File: src/rtl/guess_ranker_pkg.sv
// guess_ranker_pkg
// Shared definitions for the guess ranker: charset numbering, charset
// sizes, the default maximum guess length and the ranker FSM state type.
// Contents:
//   MAXLEN / IDXW        default guess length and index accumulator width
//   CS_*                 charset numbers
//   SZ_*                 number of symbols in each charset
//   charset_size()       charset number -> radix (0 for invalid charsets)
//   rank_state_t         IDLE / SCAN / DONE
package guess_ranker_pkg;

   localparam int MAXLEN = 16;
   localparam int IDXW   = 8 * MAXLEN;

   localparam logic [2:0] CS_LOWER = 3'd0;
   localparam logic [2:0] CS_UPPER = 3'd1;
   localparam logic [2:0] CS_ALPHA = 3'd2;
   localparam logic [2:0] CS_ALNUM = 3'd3;
   localparam logic [2:0] CS_KEYB  = 3'd4;
   localparam logic [2:0] CS_FULL  = 3'd5;

   localparam logic [8:0] SZ_LOWER = 9'd26;
   localparam logic [8:0] SZ_UPPER = 9'd26;
   localparam logic [8:0] SZ_ALPHA = 9'd52;
   localparam logic [8:0] SZ_ALNUM = 9'd62;
   localparam logic [8:0] SZ_KEYB  = 9'd94;
   localparam logic [8:0] SZ_FULL  = 9'd256;

   typedef enum logic [1:0] {
      ST_IDLE = 2'd0,
      ST_SCAN = 2'd1,
      ST_DONE = 2'd2
   } rank_state_t;

   // Radix of a charset; invalid charsets report 0 (never used, since
   // every character of an invalid charset fails decode).
   function automatic logic [8:0] charset_size(input logic [2:0] cs);
      logic [8:0] sz;
      case (cs)
         CS_LOWER: sz = SZ_LOWER;
         CS_UPPER: sz = SZ_UPPER;
         CS_ALPHA: sz = SZ_ALPHA;
         CS_ALNUM: sz = SZ_ALNUM;
         CS_KEYB:  sz = SZ_KEYB;
         CS_FULL:  sz = SZ_FULL;
         default:  sz = 9'd0;
      endcase
      return sz;
   endfunction

endpackage

File: src/rtl/guess_ranker_if.sv
// guess_ranker_if
// Request/result bundle between the hash-match side (master) and the
// ranker (slave).
//   start     request pulse
//   charset   charset number
//   guesslen  guess length, 0 means MAXLEN
//   guess     ASCII guess, digit i in [8*MAXLEN-1-8i -: 8]
//   busy      ranker is working on an accepted request
//   done      one-cycle completion pulse
//   index     linear keyspace index of the guess
//   error     guess contained a non-member character / bad charset
//   badpos    digit position of the first offending character
interface guess_ranker_if #(
   parameter int MAXLEN = 16,
   parameter int IDXW   = 8 * MAXLEN
);
   localparam int PW = $clog2(MAXLEN);

   logic                  start;
   logic [2:0]            charset;
   logic [PW-1:0]         guesslen;
   logic [8*MAXLEN-1:0]   guess;
   logic                  busy;
   logic                  done;
   logic [IDXW-1:0]       index;
   logic                  error;
   logic [PW-1:0]         badpos;

   modport master (
      output start, charset, guesslen, guess,
      input  busy, done, index, error, badpos
   );

   modport slave (
      input  start, charset, guesslen, guess,
      output busy, done, index, error, badpos
   );
endinterface

File: src/rtl/guess_ranker_char_decode.sv
// char_decode
// Combinational character-to-digit decode; this is the reference for the
// shared charset table contents.
//   i_charset  charset number (6,7 invalid)
//   i_byte     ASCII character
//   o_valid    character is a member of the charset
//   o_digit    digit value of the character (0 when not valid)
module char_decode
   import guess_ranker_pkg::*;
(
   input  logic [2:0] i_charset,
   input  logic [7:0] i_byte,
   output logic       o_valid,
   output logic [7:0] o_digit
);
   logic w_lower;
   logic w_upper;
   logic w_num;
   logic w_keyb;

   assign w_lower = (i_byte >= 8'h61) && (i_byte <= 8'h7A);
   assign w_upper = (i_byte >= 8'h41) && (i_byte <= 8'h5A);
   assign w_num   = (i_byte >= 8'h30) && (i_byte <= 8'h39);
   assign w_keyb  = (i_byte >= 8'h21) && (i_byte <= 8'h7E);

   always_comb begin
      o_valid = 1'b0;
      o_digit = 8'd0;
      case (i_charset)
         CS_LOWER: begin
            if (w_lower) begin
               o_valid = 1'b1;
               o_digit = i_byte - 8'h61;
            end
         end
         CS_UPPER: begin
            if (w_upper) begin
               o_valid = 1'b1;
               o_digit = i_byte - 8'h41;
            end
         end
         CS_ALPHA, CS_ALNUM: begin
            if (w_lower) begin
               o_valid = 1'b1;
               o_digit = i_byte - 8'h61;
            end else if (w_upper) begin
               o_valid = 1'b1;
               o_digit = i_byte - 8'h41 + 8'd26;
            end else if (w_num && (i_charset == CS_ALNUM)) begin
               o_valid = 1'b1;
               o_digit = i_byte - 8'h30 + 8'd52;
            end
         end
         CS_KEYB: begin
            if (w_keyb) begin
               o_valid = 1'b1;
               o_digit = i_byte - 8'h21;
            end
         end
         CS_FULL: begin
            o_valid = 1'b1;
            o_digit = i_byte;
         end
         default: begin
            o_valid = 1'b0;
            o_digit = 8'd0;
         end
      endcase
   end
endmodule

File: src/rtl/guess_ranker.sv
// guess_ranker
// Recovers the linear keyspace index of an ASCII guess: one digit per
// clock, most significant digit (position L-1) first, Horner accumulation.
//   clk    system clock
//   reset  synchronous active-high reset
//   bus    guess_ranker_if slave: start/charset/guesslen/guess in,
//          busy/done/index/error/badpos out
module guess_ranker
   import guess_ranker_pkg::*;
#(
   parameter int MAXLEN = guess_ranker_pkg::MAXLEN,
   parameter int IDXW   = 8 * MAXLEN
) (
   input  logic           clk,
   input  logic           reset,
   guess_ranker_if.slave  bus
);
   localparam int PW = $clog2(MAXLEN);

   rank_state_t           r_state;
   logic [2:0]            r_charset;
   logic [8:0]            r_size;
   logic [8*MAXLEN-1:0]   r_guess;
   logic [PW-1:0]         r_pos;
   logic [IDXW-1:0]       r_acc;
   logic [IDXW-1:0]       r_index;
   logic                  r_busy;
   logic                  r_done;
   logic                  r_error;
   logic [PW-1:0]         r_badpos;

   logic [7:0]            w_byte;
   logic                  w_valid;
   logic [7:0]            w_digit;

   // Digit 0 sits in the top byte, so position p is counted down from the MSB.
   assign w_byte = r_guess[(8*MAXLEN-1) - 8*int'(r_pos) -: 8];

   char_decode u_decode (
      .i_charset (r_charset),
      .i_byte    (w_byte),
      .o_valid   (w_valid),
      .o_digit   (w_digit)
   );

   always_ff @(posedge clk) begin
      if (reset) begin
         r_state   <= ST_IDLE;
         r_charset <= 3'd0;
         r_size    <= 9'd0;
         r_guess   <= '0;
         r_pos     <= '0;
         r_acc     <= '0;
         r_index   <= '0;
         r_busy    <= 1'b0;
         r_done    <= 1'b0;
         r_error   <= 1'b0;
         r_badpos  <= '0;
      end else begin
         case (r_state)
            ST_IDLE: begin
               r_done <= 1'b0;
               if (bus.start) begin
                  r_charset <= bus.charset;
                  r_size    <= charset_size(bus.charset);
                  r_guess   <= bus.guess;
                  // Length 0 encodes the full MAXLEN characters.
                  r_pos     <= (bus.guesslen == '0) ? PW'(MAXLEN - 1)
                                                    : bus.guesslen - 1'b1;
                  r_acc     <= '0;
                  r_error   <= 1'b0;
                  r_busy    <= 1'b1;
                  r_state   <= ST_SCAN;
               end
            end
            ST_SCAN: begin
               if (w_valid) begin
                  // Truncation is lossless: the largest result is 2^IDXW-1.
                  r_acc <= r_acc * IDXW'(r_size) + IDXW'(w_digit);
                  if (r_pos == '0) begin
                     r_state <= ST_DONE;
                  end else begin
                     r_pos <= r_pos - 1'b1;
                  end
               end else begin
                  r_error  <= 1'b1;
                  r_badpos <= r_pos;
                  r_acc    <= '0;
                  r_state  <= ST_DONE;
               end
            end
            ST_DONE: begin
               r_index <= r_acc;
               r_done  <= 1'b1;
               r_busy  <= 1'b0;
               r_state <= ST_IDLE;
            end
            default: begin
               r_state <= ST_IDLE;
            end
         endcase
      end
   end

   assign bus.busy   = r_busy;
   assign bus.done   = r_done;
   assign bus.index  = r_index;
   assign bus.error  = r_error;
   assign bus.badpos = r_badpos;
endmodule

File: src/flat_wrapper.sv
// flat-port wrapper written by rule: the top's interface ports become plain ports
module guess_ranker_flat import guess_ranker_pkg::*;
#(
   parameter int MAXLEN = guess_ranker_pkg::MAXLEN,
   parameter int IDXW   = 8 * MAXLEN
)
  (clk, reset, bus_start, bus_charset, bus_guesslen, bus_guess, bus_busy, bus_done, bus_index, bus_error, bus_badpos);
  guess_ranker_if #(.MAXLEN(MAXLEN), .IDXW(IDXW)) bus_i ();
  input  logic clk;
  input  logic reset;
  input wire logic [$bits(bus_i.start)-1:0] bus_start;
  input wire logic [$bits(bus_i.charset)-1:0] bus_charset;
  input wire logic [$bits(bus_i.guesslen)-1:0] bus_guesslen;
  input wire logic [$bits(bus_i.guess)-1:0] bus_guess;
  output wire logic [$bits(bus_i.busy)-1:0] bus_busy;
  output wire logic [$bits(bus_i.done)-1:0] bus_done;
  output wire logic [$bits(bus_i.index)-1:0] bus_index;
  output wire logic [$bits(bus_i.error)-1:0] bus_error;
  output wire logic [$bits(bus_i.badpos)-1:0] bus_badpos;
  assign bus_i.start = bus_start;
  assign bus_i.charset = bus_charset;
  assign bus_i.guesslen = bus_guesslen;
  assign bus_i.guess = bus_guess;
  assign bus_busy = bus_i.busy;
  assign bus_done = bus_i.done;
  assign bus_index = bus_i.index;
  assign bus_error = bus_i.error;
  assign bus_badpos = bus_i.badpos;
  guess_ranker #(.MAXLEN(MAXLEN), .IDXW(IDXW)) u_core (.clk(clk), .reset(reset), .bus(bus_i));
endmodule
File: config.mk
export PLATFORM = sky130hd
export DESIGN_NAME = guess_ranker_flat
export DESIGN_NICKNAME = d
export VERILOG_FILES = /design/src/rtl/guess_ranker_pkg.sv /design/src/rtl/guess_ranker_if.sv /design/src/rtl/guess_ranker_char_decode.sv /design/src/rtl/guess_ranker.sv /design/src/flat_wrapper.sv
export SDC_FILE = /design/constraint.sdc
export NUM_CORES = 2
export LEC_CHECK = 0
export ABC_AREA = 1
export BUFFER_PORTS_ARGS = -buffer_cell sky130_fd_sc_hd__clkbuf_2
export CAP_MARGIN = 5
export CORE_ASPECT_RATIO = 0.6
export CORE_MARGIN = 2
export CORE_UTILIZATION = 29
export CTS_CLUSTER_DIAMETER = 80
export DETAILED_ROUTE_END_ITERATION = 16
export PLACE_DENSITY_LB_ADDON = 0.2
export SYNTH_ARGS = -nofsm -noshare
export SYNTH_HDL_FRONTEND = slang
export SYNTH_HIERARCHICAL = 1
export SYNTH_SLANG_ARGS = --single-unit
File: constraint.sdc
create_clock -name clk -period 7.48 [get_ports clk]
set_input_delay 0.748 -clock clk [delete_from_list [all_inputs] [get_ports clk]]
set_output_delay 0.748 -clock clk [all_outputs]
set_load 0.02 [all_outputs]
After elaboration in Yosys (flattened, before gate mapping)
Index checks and enable logic that the tools add are counted.
{ "word_totals": {"regBits": 409, "inputBits": 138, "output_inout_bits": 135} }
{ "classes": {"shift": 1, "n_bitwise": 1, "n_reduce_logical": 21, "muxes": 33, "n_eq_ne": 17, "n_addsub": 10, "multipliers": 1, "order_cmp": 8} }
{ "ops": {"columns": ["operator", "n"], "rows": [
  ["$mux W128", 2],
  ["$pmux W128 S2", 1],
  ["$shiftx A135 B32 Y8", 1],
  ["$add A128 B8 Y128", 1],
  ["$mul A128 B9 Y128", 1],
  ["$mux W8", 6],
  ["$pmux W9 S5", 1],
  ["$pmux W8 S5", 1],
  ["$le A8 B7 Y1 const B", 3],
  ["$ge A8 B6 Y1 const B", 2],
  ["$ge A8 B7 Y1 const B", 2],
  ["$mux W4", 4],
  ["$sub A8 B6 Y8 const B", 2],
  ["$sub A8 B7 Y8 const B", 2],
  ["$eq A3 B2 Y1 const B", 4],
  ["$eq A3 B3 Y1 const B", 4],
  ["$reduce_and A2 Y1", 5],
  ["$mux W1", 9],
  ["$add A8 B5 Y8 const B", 1],
  ["$add A8 B6 Y8 const B", 1],
  ["$le A8 B6 Y1 const B", 1],
  ["$logic_not A4 Y1", 2],
  ["$ne A2 B2 Y1 const B", 4],
  ["$pmux W4 S2", 1],
  ["other kinds (18)", 31]
]} }

Depth between registers and ports, before layout
{ "depth": {"word_depth": 12, "depth_mapped": 40, "ltp_nobuf": 38} }

Modules after synthesis
Netlist, hierarchy kept.
{ "modules_own_cells": {"columns": ["module", "cells_each", "n_inst", "seq_area_each_um2", "area_per_inst_um2"], "rows": [
  ["guess_ranker", 8374, 1, 8127.8, 54741.3],
  ["char_decode", 219, 1, 0.0, 1144.8]
]} }

Worst setup path before layout
No wires, ideal clock.
{ "synth_path": {"path_type": "register to register", "from": "register u_core.r_size[4]", "to": "register u_core.r_acc[52]", "setup_time_ns": 0.132, "stages_incl_launch_ff": 29, "slack_ns": 2.491, "path_buffers": 3, "t_required_ns": 7.348, "synth_period_minus_slack_ns": 4.989, "arrival_time_ns": 4.857, "cell_sequence": "dfxtp_1 clkbuf_1 clkbuf_1 clkbuf_1 nand2_1 fa_1 inv_1 fa_1 inv_1 fa_1 inv_1 fa_1 inv_1 fa_1 inv_1 ha_1 nand2_1 inv_1 nand2_1 nand2_1 nand2_1 nand3_1 nand2_1 nand2_1 nand2_1 nand2_1 or2_2 nand3_1 a21oi_1"} }
{ "synth_via": {"elab_chain_len": 4} }
{ "synth_lines": {"columns": ["item", "line_no", "rtl"], "rows": [
  ["start: declaration", "guess_ranker.sv:22", "logic [8:0] r_size;"],
  ["start signal: assignment", "guess_ranker.sv:65", "r_size <= charset_size(bus.charset);"],
  ["$mul A128 B9 Y128", "guess_ranker.sv:79", "r_acc <= r_acc * IDXW'(r_size) + IDXW'(w_digit);"],
  ["$add A128 B8 Y128", "guess_ranker.sv:79", null],
  ["$mux W128", "guess_ranker.sv:77", "if (w_valid) begin"],
  ["$pmux W128 S2", "guess_ranker.sv:60", "case (r_state)"],
  ["end signal: assignment", "guess_ranker.sv:79", null],
  ["end: declaration", "guess_ranker.sv:25", "logic [IDXW-1:0] r_acc;"]
]} }
Every way passes these cells.
A chain may end at the register's enable or synchronous reset.

Worst setup path after layout
{ "layout_path": {"from": "register u_core.r_size[5]", "to": "register u_core.r_acc[98]"} }
Same word-level chain as after synthesis.

==> results summary <==
After clock tree synthesis, the flow added hold-fix buffers numbering 0. The total half-perimeter wirelength after legalization and detailed placement is ~190 mm. The DRC violation count after routing is 0.

The largest clock skew in the final design is about 71 ps. The placeable core area came out at ~190,000 µm². Among all flip-flop cells after synthesis, the most frequent one is dfxtp_1.

Setup repair after global routing left no endpoint under its margin. Routability-driven placement finished with a final weighted congestion of 1.01. STA classifies the critical path startpoint as a register.

The depth of the CTS H-tree is 2. For the pin with the worst max-slew slack, the measured transition is roughly 1500 ps. The relative contribution of combinational cells to total power is 0.156.

Clock-pin slew was measured on the worst setup and hold paths at approximately 70 ps. The first global-routing pass estimated approximately 340 mm of wire. The static power due to leakage came out at 38.5 nW. The maximum count of clock buffers along a single path is 3. The average cell area after synthesis came out at ~6.5 µm². The length of the first detailed-routing pass in iterations came out at 8. The critical path in this run is classified as reg2reg. The internal power of the cells totals between 4 and 5 mW. Clock tree synthesis inserted a total of 56 buffers. The number of antenna violations at the first check in global routing came out at 5. The switching power of the nets came out at between 2 and 2.5 mW. The effective utilization at floorplan came out at 0.293. The total global routing track utilization is 0.234. The count of maximum capacitance violations came out at 1. The largest stage delay on the critical path came out at 1240 ps. Setup slack on the critical path of the routed design comes to 452 ps. Entering global routing, the biggest net connects 163 pins.

Setup violations remaining at the end of the flow were counted as 0. Of the total power, the share spent switching nets is 0.328. The area growth from synthesis to layout is 10.9%.

The cell class contributing the biggest share of worst-path delay is simple AND/OR/NAND/NOR gates. The source of the worst register-to-register timing path is u_core/r_size[5]. The highest fanout seen on the critical path is 29. For the worst setup path, the data required time is ~8100 ps.

Among all stages on the critical path, the largest delay is contributed by nor4_1. Sorting the synthesized cells by area gives the leading types as fa_1, nand2_1, dfxtp_1, inv_1, ha_1. The post-route worst hold slack came out at between 200 and 300 ps. The sequential area share after synthesis is 0.145.

The vertical die dimension came out at between 300 and 400 µm. The clock latency reported for the late side of the worst-skew pair came out at 730 ps. The net count reported at finish came out at just under 10k. The data arrival at the endpoint of the critical path is ~7600 ps.

Timing would allow up to between 0.1 and 0.15 GHz. Walking the worst path, the cells encountered are buf_12 -> nand2_1 -> inv_1 -> fa_1 -> fa_1 -> fa_1 -> fa_1 -> ha_1 -> ha_1 -> nand2_1 -> nor2_1 -> nand2_1 -> nor4_1 -> nand3_1 -> nand3_1 -> nand2_1 -> nand3_1 -> a21oi_1. The clock period minus final worst setup slack is roughly 7000 ps.

During placement, the flow inserted port buffers numbering around 270. The flop and latch count out of synthesis is roughly 410. Counting every net in the synthesized netlist gives between 9k and 10k. The checks that failed: max-capacitance violations, max-slew violations.

The max-slew violation count is 3. The hold violation count in the final report is 0. The number of sinks on the clock net is between 400 and 500. The CTS root buffer is clkbuf_16.

The count of filler cells inserted in the layout came out at approximately 21k. In this run the most critical hold path is launched from bus_guess[47]. The fraction of registers with async set or reset after synthesis is 0. The synthesized netlist cell count came out at between 8k and 9k. The number of buffers and inverters on the critical path is 2. The largest voltage drop on the vdd net came out at about 170 µV. The number of synthesis warnings came out at 6. The part of the cycle the worst path needs is 0.940. The worst hold path belongs to the class in2reg.

The wire length reported by the detailed router came out at approximately 230 mm. Counting flops with a built-in enable in the synthesized netlist gives 0. The flow ran to the end, but the final reports show violations. The sequential cell area is 8150 µm². Synthesis instantiated 52 different standard cells from the library. At the placement stage, the worst setup path has a slack of just under 900 ps.

The die boundary width is 571 µm. The largest total area in the synthesized netlist belongs to fa_1. The max-slew headroom at the worst pin is -0.0309. The multi-input combinational cells in the finished layout cover a total of around 38,000 µm². The number of resized instances in the post-cts repair step came out at 0. The clock tree from TritonCTS is yes. The type of destination of the critical path is a register.

Of the total power, registers draw 0.365. The share of power burned in the clock network is 0.479. The residual overflow from global routing is 0. The routed wirelength normalized by instance count is approximately 20 µm. The total power divided by cell area came out at 101 nW/µm². The launching element of the worst setup path is u_core/r_size[5]. During I/O placement, the number of pins put on the boundary was 273. The DRC violation total after the first TritonRoute iteration came out at 5,189.

The via density per instance is 4.64. The library cells used most frequently in the layout, excluding fill and tap cells, are nand2_1, inv_1, fa_1, a21oi_1, ha_1. The die outline area is 196,000 µm².

After synthesis the cells add up to about 56,000 µm². The number of placement rows is roughly 120. The number of routed nets with antenna violations is 0. The number of vias after detailed routing came out at approximately 52k. The share of Yosys cell area claimed by the top area cell type is 0.218.

The ratio of cells with drive above 1 in the final layout came out at 0.0867. The library cell used most frequently in the layout, excluding fill and tap cells, is nand2_1. The post-route setup TNS is 0 ps. In this run the post-CTS setup repair buffer count came out at 0. The number of global-route vias before repair was a little over 50k.
==> cell usage after synthesis (18+ instances only) <==
cell type	count
nor2_2	78
a21oi_1	537
dfxtp_1	406
nand2_2	41
nand2_1	2914
ha_1	512
o21ai_0	116
nor3_1	18
nand3_1	235
o21bai_1	20
nor2_4	19
or2_2	27
nand4_1	41
fa_1	609
nor2_1	310
inv_2	60
clkbuf_2	119
clkbuf_1	209
o221ai_1	20
inv_1	2151
==> per-layer routing <==
metal | vias up | wire [µm] | global-route usage
met5 | - | 10 | 0
li1 | 25300 | - | -
met3 | 124 | 22100 | 0.0557
met4 | 2 | 2480 | 0.0285
met2 | 1778 | 82800 | 0.299
met1 | 25300 | 123000 | 0.388
==> sequential cells by signal (all words and copies together) (netlist names) <==
name	flops
u_core/r_guess	128
u_core/bus.error	1
u_core/bus.busy	1
u_core/r_state	2
u_core/r_acc	128
u_core/r_size	6
u_core/r_pos	4
u_core/bus.done	1
u_core/bus.index	128
u_core/r_charset	3
u_core/bus.badpos	4
==> worst reg2reg max path, delay by kind of cell, from the launching register on <==
kind                       cells  cell delay (ps)
and+or+nand+nor                9             2870
adders and majority gates      6             2830
DFF                            1              830
buffers and inverters          2              360
AOI/OAI and AO/OA              1               70
==> path summary, 6_finish.rpt <==
check | to | slack, ps | cells past startpoint
worst min-delay path | u_core/r_guess[47] | 290 | 3
worst max register to register | u_core/r_acc[98] | 450 | 18
worst min register to register | u_core/bus.index[36] | 460 | 2
worst max-delay path | u_core/r_acc[98] | 450 | 18
==> power groups by stage <==
stage | clock [mW] | sequential [mW] | combinational (mW)
after CTS | 3.11 | 2.28 | 0.959
after global placement | 0 | 2.33 | 0.966
after global routing | 3.18 | 2.28 | 1.07
after floorplan | 0 | 2.29 | 0.614
after detailed placement | 0 | 2.32 | 0.954
final | 3.00 | 2.28 | 0.973
==> layout make-up <==
| cell class | instances | share of cell area |
|---|---|---|
| clock inverters | 28 | 0.00571 |
| multi-input cells | 5611 | 0.612 |
| inverters | 2215 | 0.134 |
| well taps | 2583 | 0.0521 |
| flip-flops and latches | 406 | 0.132 |
| repair buffers | 385 | 0.0386 |
| clock buffers | 76 | 0.0259 |
| diodes | 2 | 0.0000807 |
==> cells by family (layout without fill, tap and decap cells) <==
kind of cell / after synthesis / after routing / share of synthesized area
compound gates: 746 / 746 / 0.0708
fa+ha+maj: 1121 / 1121 / 0.333
other cells: 0 / 2 / 0
simple gates: 3732 / 3732 / 0.273
buf+inv: 2576 / 2704 / 0.177
xor+xnor: 12 / 12 / 0.00188
flops: 406 / 406 / 0.145
==> through the flow <==
| step | cells | instance area, µm² | utilization | total power, mW |
|---|---|---|---|---|
| 2_1_floorplan | 8593 | 55900 | - | 2.90 |
| 5_1_grt | 11300 | 62000 | 0.325 | 6.53 |
| 3_3_place_gp | 11200 | 60000 | 0.314 | 3.29 |
| 4_1_cts | 11300 | 62000 | 0.325 | 6.35 |
| 3_5_place_dp | 11200 | 60000 | 0.314 | 3.28 |
| 6_report | 11300 | 62000 | 0.325 | 6.25 |
No activity file was read; power rests on OpenSTA's default activity.
